$ cat config.mk
export PLATFORM = sky130hd
export DESIGN_NAME = adc_capture_ctrl
export DESIGN_NICKNAME = d
export VERILOG_FILES = /design/src/rtl/adc_capture_pkg.sv /design/src/rtl/adc_level_trigger.sv /design/src/rtl/adc_capture_ctrl.sv
export SDC_FILE = /design/constraint.sdc
export NUM_CORES = 1
export LEC_CHECK = 0
export BUFFER_PORTS_ARGS = -buffer_cell sky130_fd_sc_hd__buf_2
export CAP_MARGIN = 40
export CORE_ASPECT_RATIO = 0.8
export CORE_MARGIN = 2
export CORE_UTILIZATION = 54
export CTS_CLUSTER_SIZE = 24
export DETAILED_ROUTE_END_ITERATION = 7
export HOLD_SLACK_MARGIN = 0.02
export PLACE_DENSITY = 0.87
export SYNTH_ARGS = -nofsm -noshare
export SYNTH_HDL_FRONTEND = slang
export SYNTH_SLANG_ARGS = --single-unit
$ cat constraint.sdc
create_clock -name clk -period 6.2 [get_ports clk]
set_input_delay 0.31 -clock clk [delete_from_list [all_inputs] [get_ports clk]]
set_output_delay 0.31 -clock clk [all_outputs]
set_load 0.03 [all_outputs]
$ cat src/rtl/adc_capture_pkg.sv
// Shared types and constants for the ADC capture controller.
// State encoding, default counter width and the FIFO word packing order.
package adc_capture_pkg;

    typedef enum logic [1:0] {
        ST_IDLE      = 2'd0,
        ST_WAIT_TRIG = 2'd1,
        ST_CAPTURE   = 2'd2,
        ST_DONE      = 2'd3
    } cap_state_t;

    localparam int CNT_W_DEFAULT = 20;
    localparam int SAMPLE_W      = 16;
    localparam int WORD_W        = 32;

    // Channel 1 occupies the high half of the FIFO word, channel 2 the low half.
    localparam int CH1_LSB = 16;
    localparam int CH2_LSB = 0;

    function automatic logic [WORD_W-1:0] pack_word(input logic [SAMPLE_W-1:0] ch1,
                                                    input logic [SAMPLE_W-1:0] ch2);
        logic [WORD_W-1:0] w;
        w = '0;
        w[CH1_LSB +: SAMPLE_W] = ch1;
        w[CH2_LSB +: SAMPLE_W] = ch2;
        return w;
    endfunction

endpackage

$ cat src/rtl/adc_level_trigger.sv
// Channel-1 level-crossing detector used when ADC_LEVEL_TRIGGER_EN is defined.
// Keeps the previous valid sample and flags a crossing of a signed threshold.
module adc_level_trigger
    import adc_capture_pkg::*;
(
    input  logic                clk,
    input  logic                reset,
    input  logic                clear,
    input  logic                sample_vld,
    input  logic [SAMPLE_W-1:0] sample,
    input  logic [SAMPLE_W-1:0] level,
    input  logic                rising,
    output logic                hit
);

    logic signed [SAMPLE_W-1:0] cur_s;
    logic signed [SAMPLE_W-1:0] level_s;
    logic signed [SAMPLE_W-1:0] prev_p0;
    logic                       vld_p0;

    assign cur_s   = $signed(sample);
    assign level_s = $signed(level);

    function automatic logic crossed(input logic signed [SAMPLE_W-1:0] prev,
                                     input logic signed [SAMPLE_W-1:0] cur,
                                     input logic signed [SAMPLE_W-1:0] thr,
                                     input logic                       up);
        if (up)
            return (prev < thr) && (cur >= thr);
        else
            return (prev > thr) && (cur <= thr);
    endfunction

    // Previous valid sample; arming invalidates it so a stale sample cannot fire
    always_ff @(posedge clk) begin
        if (reset || clear) begin
            prev_p0 <= '0;
            vld_p0  <= 1'b0;
        end else if (sample_vld) begin
            prev_p0 <= cur_s;
            vld_p0  <= 1'b1;
        end
    end

    // A hit needs a valid current sample and a valid predecessor
    always_comb begin
        hit = sample_vld && vld_p0 && crossed(prev_p0, cur_s, level_s, rising);
    end

endmodule

$ cat src/rtl/adc_capture_ctrl.sv
// Host-armed fixed-length capture from the SYZYGY ADC receiver into the sample FIFO.
// Runs entirely in the adc_data_clk domain. Define ADC_LEVEL_TRIGGER_EN to start
// the capture on a channel-1 level crossing instead of the first valid sample.
module adc_capture_ctrl
    import adc_capture_pkg::*;
#(
    parameter int CNT_W = CNT_W_DEFAULT
) (
    input  logic               clk,
    input  logic               reset,
    input  logic               arm,
    input  logic               abort,
    input  logic [CNT_W-1:0]   sample_count,
    input  logic [15:0]        adc_data_1,
    input  logic [15:0]        adc_data_2,
    input  logic               data_valid,
    input  logic               rdy,
    input  logic               fifo_prog_full,
    input  logic               fifo_busy,
    input  logic [15:0]        trig_level,
    input  logic               trig_rising,
    output logic [31:0]        fifo_din,
    output logic               fifo_wr_en,
    output logic               busy,
    output logic               done,
    output logic               overflow,
    output logic [CNT_W-1:0]   words_written
);

    cap_state_t        state;
    cap_state_t        state_nx;
    logic [CNT_W-1:0]  target;
    logic [CNT_W-1:0]  target_nx;
    logic [CNT_W-1:0]  count_nx;
    logic [CNT_W-1:0]  count_inc;
    logic              ovf_nx;
    logic              wr_nx;
    logic              take;
    logic              sample_ok;
    logic              stop_req;
    logic              arm_ok;
    logic              arm_accept;
    logic              trig_hit;

    logic              wr_en_p1;
    logic [31:0]       din_p1;
    logic [CNT_W-1:0]  words_p1;
    logic              ovf_p1;
    logic              busy_p1;
    logic              done_p1;

    // A sample is usable only when the receiver is aligned and the SERDES is ready
    assign sample_ok = data_valid & rdy;
    assign arm_ok    = arm & rdy & ~fifo_busy;
    // A FIFO reset during an active capture is treated exactly like a host abort
    assign stop_req  = abort | (fifo_busy & ((state == ST_WAIT_TRIG) | (state == ST_CAPTURE)));
    assign count_inc = words_p1 + CNT_W'(1);

`ifdef ADC_LEVEL_TRIGGER_EN
    adc_level_trigger u_trig (
        .clk        (clk),
        .reset      (reset),
        .clear      (arm_accept),
        .sample_vld (sample_ok),
        .sample     (adc_data_1),
        .level      (trig_level),
        .rising     (trig_rising),
        .hit        (trig_hit)
    );
`else
    logic unused_trig;
    assign unused_trig = ^{trig_level, trig_rising};
    assign trig_hit    = sample_ok;
`endif

    // Next-state, write decision and status updates
    always_comb begin
        state_nx   = state;
        target_nx  = target;
        count_nx   = words_p1;
        ovf_nx     = ovf_p1;
        wr_nx      = 1'b0;
        arm_accept = 1'b0;
        take       = 1'b0;
        if (stop_req) begin
            state_nx = ST_IDLE;
        end else begin
            case (state)
                ST_IDLE, ST_DONE: begin
                    if (arm_ok) begin
                        arm_accept = 1'b1;
                        target_nx  = sample_count;
                        count_nx   = '0;
                        ovf_nx     = 1'b0;
                        state_nx   = (sample_count == '0) ? ST_DONE : ST_WAIT_TRIG;
                    end
                end
                ST_WAIT_TRIG: begin
                    if (trig_hit) begin
                        take     = 1'b1;
                        state_nx = ST_CAPTURE;
                    end
                end
                ST_CAPTURE: begin
                    take = sample_ok;
                end
                default: begin
                    state_nx = ST_IDLE;
                end
            endcase
            if (take) begin
                if (fifo_prog_full) begin
                    ovf_nx = 1'b1;
                end else begin
                    wr_nx    = 1'b1;
                    count_nx = count_inc;
                    if (count_inc == target)
                        state_nx = ST_DONE;
                end
            end
        end
    end

    // State, target and host-visible status, updated on the same edge as the write
    always_ff @(posedge clk) begin
        if (reset) begin
            state    <= ST_IDLE;
            target   <= '0;
            words_p1 <= '0;
            ovf_p1   <= 1'b0;
            busy_p1  <= 1'b0;
            done_p1  <= 1'b0;
        end else begin
            state    <= state_nx;
            target   <= target_nx;
            words_p1 <= count_nx;
            ovf_p1   <= ovf_nx;
            busy_p1  <= (state_nx == ST_WAIT_TRIG) || (state_nx == ST_CAPTURE);
            done_p1  <= (state_nx == ST_DONE);
        end
    end

    // ---- stage p1: registered FIFO write port ----
    always_ff @(posedge clk) begin
        if (reset) begin
            wr_en_p1 <= 1'b0;
            din_p1   <= '0;
        end else begin
            wr_en_p1 <= wr_nx;
            if (wr_nx)
                din_p1 <= pack_word(adc_data_1, adc_data_2);
        end
    end

    assign fifo_wr_en    = wr_en_p1;
    assign fifo_din      = din_p1;
    assign busy          = busy_p1;
    assign done          = done_p1;
    assign overflow      = ovf_p1;
    assign words_written = words_p1;

endmodule

Word level (Yosys, flattened, before mapping) --
Cells that the tools add are included.
Operators by class: add/subtract/negate cells 1, eq/ne operators 7, muxes and demuxes 22, bitwise logic cells 8, reductions and logical operators 5
Operators with widths (number):
- 20-bit two-way mux | 4
- 20-bit by 1-bit adder with 20-bit output (second input constant) | 1
- 20-bit == test | 1
- 20-bit logical NOT | 1
- 2-bit two-way mux | 7
- 1-bit two-way mux | 9
- 2-bit == test (second input constant) | 4
- 1-bit bitwise AND | 4
- 2-bit by 1-bit == test with 1-bit output (second input constant) | 2
- 2-bit case mux with 2 select lines | 1
- 3-bit AND reduction | 1
- 2-bit logical NOT | 1
- 1-bit inverter | 2
- 1-bit OR | 2
- 1-bit case mux with 2 select lines | 1
- 2-bit OR reduction | 1
- 1-bit logical OR | 1
Storage, ports and cells: register bits 78, output and inout port bits 56, word-level logic and storage cells 51

Longest topological paths before layout --
Gate-level depths: netlist of run 1.
word-level depth 10, depth in mapped cells 10

Worst setup path before layout of run 1 --
No wires, ideal clock.
path type reg2reg, start point reg words_p1[0] (netlist: words_written[0]), end point reg busy_p1 (netlist: busy), setup time 128 ps, arrival 2753 ps, data required time 6072 ps, setup slack 3319 ps, stages on the path, launching flop included 10, buffers on the path 0, path through dfxtp_1 -> ha_1 -> nand3_4 -> nor4_4 -> nand4_1 -> a2111oi_2 -> nand4_1 -> o21ai_1 -> ha_1 -> nor2b_1
Between the ends: word-level cells in the longest chain between the ends 8, elaborated cells on any way between the ends 9
Ends and longest elaborated chain:
- start, declared | RTL line adc_capture_ctrl.sv:47 | logic [CNT_W-1:0] words_p1;
- start signal, assigned | RTL line adc_capture_ctrl.sv:136 | words_p1 <= count_nx;
- 20-bit by 1-bit adder with 20-bit output * | RTL line adc_capture_ctrl.sv:57 | assign count_inc = words_p1 + CNT_W'(1);
- 20-bit == test * | RTL line adc_capture_ctrl.sv:117 | if (count_inc == target)
- 2-bit two-way mux * | RTL line adc_capture_ctrl.sv:117
- 2-bit two-way mux * | RTL line adc_capture_ctrl.sv:112 | if (fifo_prog_full) begin
- 2-bit two-way mux * | RTL line adc_capture_ctrl.sv:111 | if (take) begin
- 2-bit two-way mux * | RTL line adc_capture_ctrl.sv:85 | if (stop_req) begin
- net state_nx[0] | RTL line adc_capture_ctrl.sv:31 | cap_state_t state_nx;
- 2-bit by 1-bit == test with 1-bit output / 2-bit == test (equally long branches) | RTL line adc_capture_ctrl.sv:138 | busy_p1 <= (state_nx == ST_WAIT_TRIG) || (state_nx == ST_CAPTURE);
- 1-bit logical OR * | RTL line adc_capture_ctrl.sv:138
- end signal, assigned | RTL line adc_capture_ctrl.sv:138
- end, declared | RTL line adc_capture_ctrl.sv:49 | logic busy_p1;
Mark *: on every way through the listed nets, which the timed path passes. The rest lies on a longest branch. A chain may end at the register's enable or synchronous reset.

Final worst setup path of run 1 --
Same ends and word-level chain as after synthesis.

==> summary.txt, run 1 <==
Route
  – DR vias: approximately 4,000
  – Vias/cell: just under 6
  – 1st-iter DRT viols: 308
  – Routed WL: 10,370 microns
  – First-pass iteration count of the detailed router: 5
  – Post-route DRC violation count: 0
  – ANT nets after route: 0
  – WL per Instance: 15.00 microns

Clock network
  – Clock Latency Late Sink: between 300 and 400 ps
  – Post-CTS Setup Inserts: 0
  – H-tree depth: 3
  – # clock sinks: 78
  – Clk buf depth: 2
  – Clock root buffer: clkbuf_8
  – Post-CTS resize count: 0
  – Total CTS buffers: 9
  – CTS Hold Bufs: 0
  – TritonCTS clock tree: yes
  – Clock-pin slew on the worst setup and hold paths: around 80 ps

Run status
  – Status: complete, no violations

Logic synthesis
  – Synth Cell Area: between 3000 and 4000 sq um
  – Commonest register cell after synthesis: dfxtp_1
  – Asr flop ratio synth: 0%
  – Cells after synthesis: 504
  – Mapped Nets: 585
  – Distinct cells, synth: 58
  – Syn avg cell area: 7.726 sq um
  – Synth area leaders: dfxtp_1, nand2_1, a21oi_1
  – Seq/Total Area, Yosys: 40.10%
  – Synth area leader: dfxtp_1
  – Post-synth EDFFs: 0
  – Synth Warn #: 0
  – Post-synth top area share: 40.10%
  – FF+latch count, synth: slightly below 80

Final layout
  – Area growth, synth to finish: 21.72%
  – Most frequent cells in the layout: buf_2, nand2_1, dfxtp_1
  – Fraction of layout cells with a size suffix above 1: 25.00%
  – Post-Route Utilization: 68.44%
  – Number of diodes: 0
  – NumNets Final: 680
  – Most common cell after layout, fill and taps aside: buf_2
  – Cell area after layout: 4740 sq um

Hold path
  – Worst Hold Class: in2reg
  – Hold path cells: 3
  – Hold path start: adc_data_1[14]
  – Hold path endpoint: fifo_din[30]

Timing
  – Final Max Slew Viols: 0
  – Endpoints failing setup: 0
  – Slew margin rel.: 46.37%
  – Clk_skew: around 6.2 ps
  – Worst Tran Pin Value: 804.4 ps
  – Fmax: 309.2 MHz
  – Unrepaired setup endpoints after global routing: false
  – Tmin final: approximately 3200 ps
  – Setup TNS Final: 0 ps
  – Hold Slack: 187.4 ps
  – Final Cycle Share: 52.17%
  – Final Hold Fails: 0

Global route
  – GR peak layer: met2
  – Largest net degree at the start of global routing: 80
  – Global-route wire length before repair: 16,860 microns
  – Met1 usage: 35.49%
  – Vias in the first global route: about 3,600
  – Initial antenna violation count: 0
  – Total GRT Usage: 26.24%
  – Met3 Use GR: about 5.3%
  – Grt total ovfl: 0
  – Met2 usage: 42.09%

Setup path
  – FF-to-FF Start: words_written[0]
  – Startpoint Class: register
  – Reg-to-reg slack, setup: 2970 ps
  – Crit Path Class: reg2reg
  – Reg-to-Reg End: busy
  – CP max stage cell: nor4_1
  – Crit path buffers/inverters: 0
  – Worst-path fanout max: 8
  – Crit. End Element: register
  – Critical path arrival: ~3500 ps
  – Cells along the critical path: ha_1 > nand3_4 > nor4_1 > nor2_1 > a2111oi_1 > nand4_1 > o21ai_1 > ha_1 > nor2b_1
  – WP data required: 6420 ps
  – Top cell by count, worst path: ha_1
  – Reg2Reg Depth: 9
  – CP top delay family: simple AND/OR/NAND/NOR gates
  – Slowest stage delay, CP: 640 ps

Power
  – P per Cell Area: ~230 nW/um^2
  – Static leakage: 0.001915 uW
  – PnR Total Power: 1071 uW
  – VDD IR max: about 0.00018 V

Placed design
  – Gp weighted congestion: 0.8676
  – Post-DP Area: about 4500 sq um
  – Post-DP HPWL: just over 7000 microns
  – IO buf count: 115

Floorplan
  – Die height: 79.95 microns
  – CORE AREA: 6925 sq um
  – Starting density of the core: 56.22%
  – Die width: 98.94 microns
  – DIE AREA: 7910 sq um
  – Top Ports: 133
  – FP Rows: 27

Job
  – Max cap viols: 0
-- synthesized netlist by cell type, types with 2 or more instances --
cell type and instances:
ha_1 4, and3_1 3, o22ai_1 2, and2_1 2, o21ai_0 21, clkbuf_1 27
nand3b_1 4, a21oi_1 71, or3_2 2, a2111oi_1 2, nand4_2 2, nand2b_1 4
nand4_1 9, a221oi_1 2, nand3_4 2, nand3_1 13, a211oi_1 3, or3_1 2
a21o_1 3, o2111ai_1 3, xor2_1 9, nor2b_1 3, a22oi_1 2, mux2i_1 2
a311oi_1 8, a31oi_1 5, and4_1 2, buf_2 3, buf_4 5, dfxtp_1 78
xnor2_1 13, nor4_1 11, nor3_1 7, nor2_1 30, o21ai_1 2, inv_1 8
nand2_1 114
-- cell families (layout without fill, tap and decap cells) --
kind of cell | count (synthesis) | in the layout | share of synthesized area [%]
AND/OR/NAND/NOR | 221 | 221 | 27.99
buffers and inverters | 44 | 144 | 4.820
XOR/XNOR | 22 | 22 | 4.949
multiplexers | 2 | 2 | 0.5142
adder cells (fa/ha/maj) | 4 | 4 | 1.285
flip-flops | 78 | 78 | 40.10
AO/OA/AOI/OAI | 133 | 133 | 20.34
-- report_power, final --
part	leakage, uW	internal [uW]	switching [uW]
combinational	0.00115	24.2	30.6
clock	0.000134	321	188
sequential	0.000629	504	3.58
total	0.00192	849	222
-- worst max path at each step --
stage / from / to / cells past startpoint
floorplan: words_written[0] / busy / 9
global route: words_written[0] / busy / 9
finish: words_written[0] / busy / 9
detailed placement: words_written[0] / busy / 9
CTS: words_written[0] / busy / 9
global placement: words_written[0] / busy / 9
-- through the flow --
stage / instances / setup WS, ps
after detailed placement: 675 / 3050
after global placement: 674 / 3143
after floorplan: 504 / 3319
final: 691 / 2965
after CTS: 691 / 3018
after global routing: 691 / 2669
-- flip-flops by register name, summed over array words and instances (netlist names) --
register and flops:
busy 1, overflow 1, fifo_wr_en 1, words_written 20, done 1, state 2, target 20, fifo_din 32
-- routing by layer --
metal | vias up | share of wire (%)
met4 | 0 | 1.9
li1 | 1979 | -
met1 | 1856 | 45
met3 | 21 | 7.1
met5 | - | 0
met2 | 158 | 46
-- worst min-delay path: stages --
cell and delay, ps:
buf_2 90, nand2_1 40, a21oi_1 50
-- final cells by class --
class                           count  area, sq um
Clock inverter                      5        128.9
Multi-Input combinational cell    382         2156
Inverter                            8        30.03
Tap cell                           87        108.9
Fill cell                         564         2186
Sequential cell                    78         1562
Timing Repair Buffer              120        613.1
Clock buffer                       11        141.4
(Power assumes the default switching activity.)
==> run 2: changes to the inputs <==
CORE_UTILIZATION = 46   (was 54)
PLACE_DENSITY = 0.79   (was 0.87)
clock period = 2.75 ns   (was 6.2 ns; I/O delays follow)
==> run 2 against run 1 <==
  * Via count increased by 7.1%
  * Die area increased by 17%
  * Sequential share of layout area decreased by 2.6 points
  * Largest cell class unchanged
  * Non-clock buffer count increased by 49
  * Total power increased by 110%
==> summary.txt, run 2 (synthesized netlist as in run 1, its figures left out) <==
Run status
  – Status: complete, no violations

Clock network
  – TritonCTS clock tree: yes
  – Clock-pin slew on the worst setup and hold paths: 80 ps
  – Total CTS buffers: 9
  – H-tree depth: 3
  – # clock sinks: 78
  – Clock Latency Late Sink: 360 ps
  – Post-CTS Setup Inserts: 0
  – Clock root buffer: clkbuf_8
  – Clk buf depth: 2

Final layout
  – Area of the multi-input gates: between 2000 and 2500 sq um
  – Register area: 1564 sq um
  – FILL cells: 720
  – Cell area after layout: 5156 sq um
  – Number of diodes: 0
  – Area growth, synth to finish: 32.42%
  – Most common cell after layout, fill and taps aside: buf_2
  – NumNets Final: 729
  – Fraction of layout cells with a size suffix above 1: between 20 and 30%
  – Max FFs per register: 32
  – Most frequent cells in the layout: buf_2, nand2_1, dfxtp_1

Floorplan
  – Die height: 86.29 microns
  – CORE AREA: 8055 sq um
  – DIE AREA: about 9200 sq um
  – Top Ports: 133
  – Starting density of the core: just under 50%
  – FP Rows: 29
  – Die width: 106.9 microns

Setup path
  – WP data required: ~3000 ps
  – Worst-path fanout max: 6
  – CP max stage cell: a2111oi_2
  – Critical path arrival: 2860 ps
  – Cells along the critical path: ha_1 > buf_4 > and3_2 > a311oi_1 > a311oi_1 > a2111oi_2 > nand4_1 > o21ai_1 > ha_1 > nor2b_1
  – Crit Path Class: reg2reg
  – Reg-to-reg slack, setup: 140 ps
  – Slowest stage delay, CP: around 350 ps
  – Startpoint Class: register
  – Crit. End Element: register

Timing
  – Worst Tran Pin Value: 629.3 ps
  – Unrepaired setup endpoints after global routing: true
  – Hold Slack: 18.57 ps
  – Slew margin rel.: approximately three fifths
  – Tmin final: 2612 ps
  – Final Cycle Share: 94.97%
  – Final Max Slew Viols: 0
  – Final Hold Fails: 0
  – Clk_skew: 8.605 ps
  – Endpoints failing setup: 0
  – Fmax: 382.9 MHz

Global route
  – Grt total ovfl: 0
  – Total GRT Usage: 25.59%
  – Largest net degree at the start of global routing: 49
  – Initial antenna violation count: 0
  – Global-route wire length before repair: 18,800 microns
  – Vias in the first global route: around 4,000

Placed design
  – IO buf count: 115
  – Post-DP HPWL: between 8000 and 9000 microns
  – Gp weighted congestion: 0.9109
  – Post-DP Area: 4708 sq um

Route
  – DR vias: roughly 4,300
  – Vias/cell: 5.647
  – Routed WL: 11,730 microns
  – Post-route DRC violation count: 0
  – WL per Instance: 15.42 microns
  – ANT nets after route: 0
  – 1st-iter DRT viols: 409
  – First-pass iteration count of the detailed router: 6

Power
  – Static leakage: 0.002127 uW
  – P per Cell Area: 434.1 nW/um^2
  – VDD IR max: 0.0002924 V

Job
  – Max cap viols: 0

Hold path
  – Worst Hold Class: in2reg
[run 2: cell count changes in the layout (fill, tap and decap cells not counted), sizes merged]
cell and delta:
dlygate4sd3 +21, buf +28, clkinv +2, bufinv -2
[run 2: cell type report]
type | instances | share of cell area (%)
clock buffers | 11 | 2.548
clock inverters | 5 | 1.602
inverters | 8 | 0.5824
well taps | 108 | 2.621
flip-flops and latches | 78 | 30.33
repair buffers | 169 | 20.12
multi-input cells | 382 | 42.20
[run 2: report_power, final]
group          internal [uW]  switching (uW)
clock                    515             426
sequential              1140            8.07
combinational           76.7            76.5
total                   1730             511
[run 2: routing by layer]
| metal | vias to the layer above | GRT usage (%) | routed length (microns) |
|---|---|---|---|
| met1 | 2005 | 34.42 | 5169 |
| li1 | 2068 | - | - |
| met3 | 30 | 4.060 | 889 |
| met5 | - | 0 | 0 |
| met4 | 0 | 9.327 | 274 |
| met2 | 194 | 41.92 | 5399 |
[run 2: worst paths after layout]
kind	startpoint	endpoint	cells after the start
setup / recovery	words_written[0]	busy	10
hold / removal	sample_count[3]	target[3]	3
setup reg to reg	words_written[0]	busy	10
hold reg to reg	fifo_din[16]	fifo_din[16]	2
[run 2: timing repair]
item                                    in CTS  in global routing
hold buffers                                21                  0
endpoints found under the setup margin       0                  8
gates resized for setup                      0                  4
endpoints found under the hold margin       21                  0
[run 2: worst max-delay path: cells and delay by family (launching register included)]
family | cells | cell delay (ps)
AOI/OAI and AO/OA | 4 | 940
adders and majority gates | 2 | 470
buffers and inverters | 1 | 170
DFF | 1 | 320
and+or+nand+nor | 3 | 600
[run 2: through the flow]
step	instances	setup slack, ps	power [uW]	setup TNS [ps]	utilization [%]
2_1_floorplan	504	42.00	1228	0	-
3_3_place_gp	723	194.2	1292	0	58.36
3_5_place_dp	724	148.6	1296	0	58.45
4_1_cts	761	139.0	2249	0	63.72
5_1_grt	761	-17.44	2309	-17.44	64.01
6_report	761	138.3	2238	0	64.01
==> run 3: changes to the inputs <==
REMOVE_ABC_BUFFERS = 1   (was not set)
SLEW_MARGIN = 20   (was not set)
==> run 3 against run 2 <==
  * Non-clock buffer count up 19
  * Sequential cell count stayed put
  * Hold slack better by 13 ps
  * Combinational power increased by 13%
  * Critical path depth unchanged
  * Sequential power about the same
  * Register-to-register slack better by 20 ps
  * Count of clock-buffer cells in the layout is 1 lower
  * Core utilization up 2.7 points
  * Worst setup slack better by 23 ps
  * Global-route usage increased by 0.14 points
  * Largest power group unchanged
==> summary.txt, run 3 (synthesized netlist as in run 1, its figures left out) <==
Clock network
  – Post-CTS Setup Inserts: 0
  – Clk buf depth: 2
  – Total CTS buffers: 9
  – Clock Latency Late Sink: 360 ps
  – H-tree depth: 3
  – TritonCTS clock tree: yes
  – # clock sinks: 78
  – Clock-pin slew on the worst setup and hold paths: 90 ps
  – Clock root buffer: clkbuf_8

Setup path
  – Slowest stage delay, CP: 400 ps
  – Top cell by count, worst path: ha_1
  – Critical path arrival: 2820 ps
  – Startpoint Class: register
  – Worst-path fanout max: 4
  – Cells along the critical path: ha_1 > nand3_4 > nor4_2 > a31oi_1 > a2111oi_2 > buf_4 > nand4_1 > o21ai_1 > ha_1 > nor2b_1
  – Crit Path Class: reg2reg
  – Crit. End Element: register
  – CP max stage cell: a2111oi_2
  – WP data required: between 2000 and 3000 ps

Global route
  – Met2 usage: 41.86%
  – Initial antenna violation count: 0
  – Vias in the first global route: a little under 4,000
  – Total GRT Usage: 25.73%
  – Met3 Use GR: under 10%
  – Global-route wire length before repair: ~19,000 microns
  – GR peak layer: met2
  – Met1 usage: around 35%
  – Grt total ovfl: 0
  – Largest net degree at the start of global routing: 51

Timing
  – Final Hold Fails: 0
  – Final setup margin: 161.1 ps
  – Final Max Slew Viols: 0
  – Final Cycle Share: 94.14%
  – Tmin final: 2589 ps
  – Fmax: 386.3 MHz
  – Worst Tran Pin Value: 562.5 ps
  – Setup TNS Final: 0 ps
  – Slew margin rel.: between 60% and 70%
  – Endpoints failing setup: 0
  – Clk_skew: roughly 9 ps

Final layout
  – Most common cell after layout, fill and taps aside: buf_2
  – Fraction of layout cells with a size suffix above 1: between 20% and 30%
  – Area growth, synth to finish: 38.08%
  – Most frequent cells in the layout: buf_2, nand2_1, dfxtp_1
  – NumNets Final: 748
  – Max FFs per register: 32
  – Number of diodes: 0

Floorplan
  – Top Ports: 133
  – CORE AREA: 8055 sq um
  – DIE AREA: roughly 9200 sq um
  – Die height: 86.29 microns
  – FP Rows: 29
  – Starting density of the core: 48.34%
  – Die width: 106.9 microns

Placed design
  – Post-DP HPWL: between 8000 and 9000 microns
  – Gp weighted congestion: 0.8908
  – IO buf count: 115
  – Pre-CTS setup slack: 81.69 ps

Route
  – 1st-iter DRT viols: roughly 280
  – ANT nets after route: 0
  – First-pass iteration count of the detailed router: 5
  – Vias/cell: 5.455
  – Post-route DRC violation count: 0
  – DR vias: between 4,000 and 5,000
  – WL per Instance: 15.40 microns
  – Routed WL: 12,020 microns

Run status
  – Status: complete, no violations

Power
  – Register share of total power: 49.4%
  – Combinational Power Share: 7.5%
  – PnR Total Power: roughly 2300 uW
  – Sw frac: 23.56%
  – Static leakage: 0.002211 uW
  – Clock power share: 43.2%
  – Net switching power: between 500 and 600 uW
  – P per Cell Area: about 430 nW/um^2
  – VDD IR max: 0.0002868 V
  – Internal power: approximately 1800 uW

Hold path
  – Worst Hold Class: in2reg

Job
  – Max cap viols: 0
## run 3: cell types whose count changed in the layout (fill, tap and decap cells not counted), sizes merged
cell,before,now
buf,148,150
clkbuf,11,10
clkinv,2,0
clkinvlp,0,2
dlygate4sd3,21,38
inv,9,10
## run 3: per-stage QoR
stage,std cells,hold slack [ps],instance area [sq um],utilization [%]
after floorplan,468,206.6,3736,-
after detailed placement,726,383.5,4722,58.62
after global routing,780,21.23,5376,66.74
after CTS,779,20.42,5323,66.08
after global placement,725,377.4,4715,58.53
final,780,31.54,5376,66.74
## run 3: path summary, 6_finish.rpt
kind                         start          end  slack [ps]  cells after the start
setup / recovery  words_written[0]         busy         160                     10
hold / removal    sample_count[14]   target[14]          30                      3
setup reg to reg  words_written[0]         busy         160                     10
hold reg to reg        fifo_din[5]  fifo_din[5]         460                      2
## run 3: repair_timing
action,4_1_cts,5_1_grt
setup endpoints to repair,0,7
resized for setup,0,9
endpoints found under the hold margin,37,1
hold buffers,37,1
## run 3: final cells by class
| class | instances | area [sq um] |
|---|---|---|
| Fill cell | 723 | 2679 |
| Multi-Input combinational cell | 382 | 2196 |
| Sequential cell | 78 | 1563 |
| Timing Repair Buffer | 188 | 1222 |
| Clock buffer | 10 | 137.6 |
| Tap cell | 108 | 135.1 |
| Clock inverter | 6 | 92.59 |
| Inverter | 8 | 30.03 |
## run 3: layer usage
layer / up-vias / part of all wire, %
li1: 2107 / -
met5: - / 0
met2: 148 / 48
met3: 14 / 5.8
met4: 0 / 1.2
met1: 1986 / 45
## run 3: critical path, delay by kind of cell, from the launching register on
family / cells / cell delay, ps
AOI/OAI and AO/OA: 3 / 720
DFF: 1 / 340
buffers and inverters: 1 / 180
adders and majority gates: 2 / 460
and+or+nand+nor: 4 / 770
## run 3: power by group through the flow
stage / clock network (uW) / logic [uW] / registers, uW
4_1_cts: 1010 / 167 / 1140
6_report: 1000 / 173 / 1140
5_1_grt: 1060 / 188 / 1140
3_5_place_dp: 0 / 125 / 1170
3_3_place_gp: 0 / 121 / 1170
2_1_floorplan: 0 / 42.4 / 1170
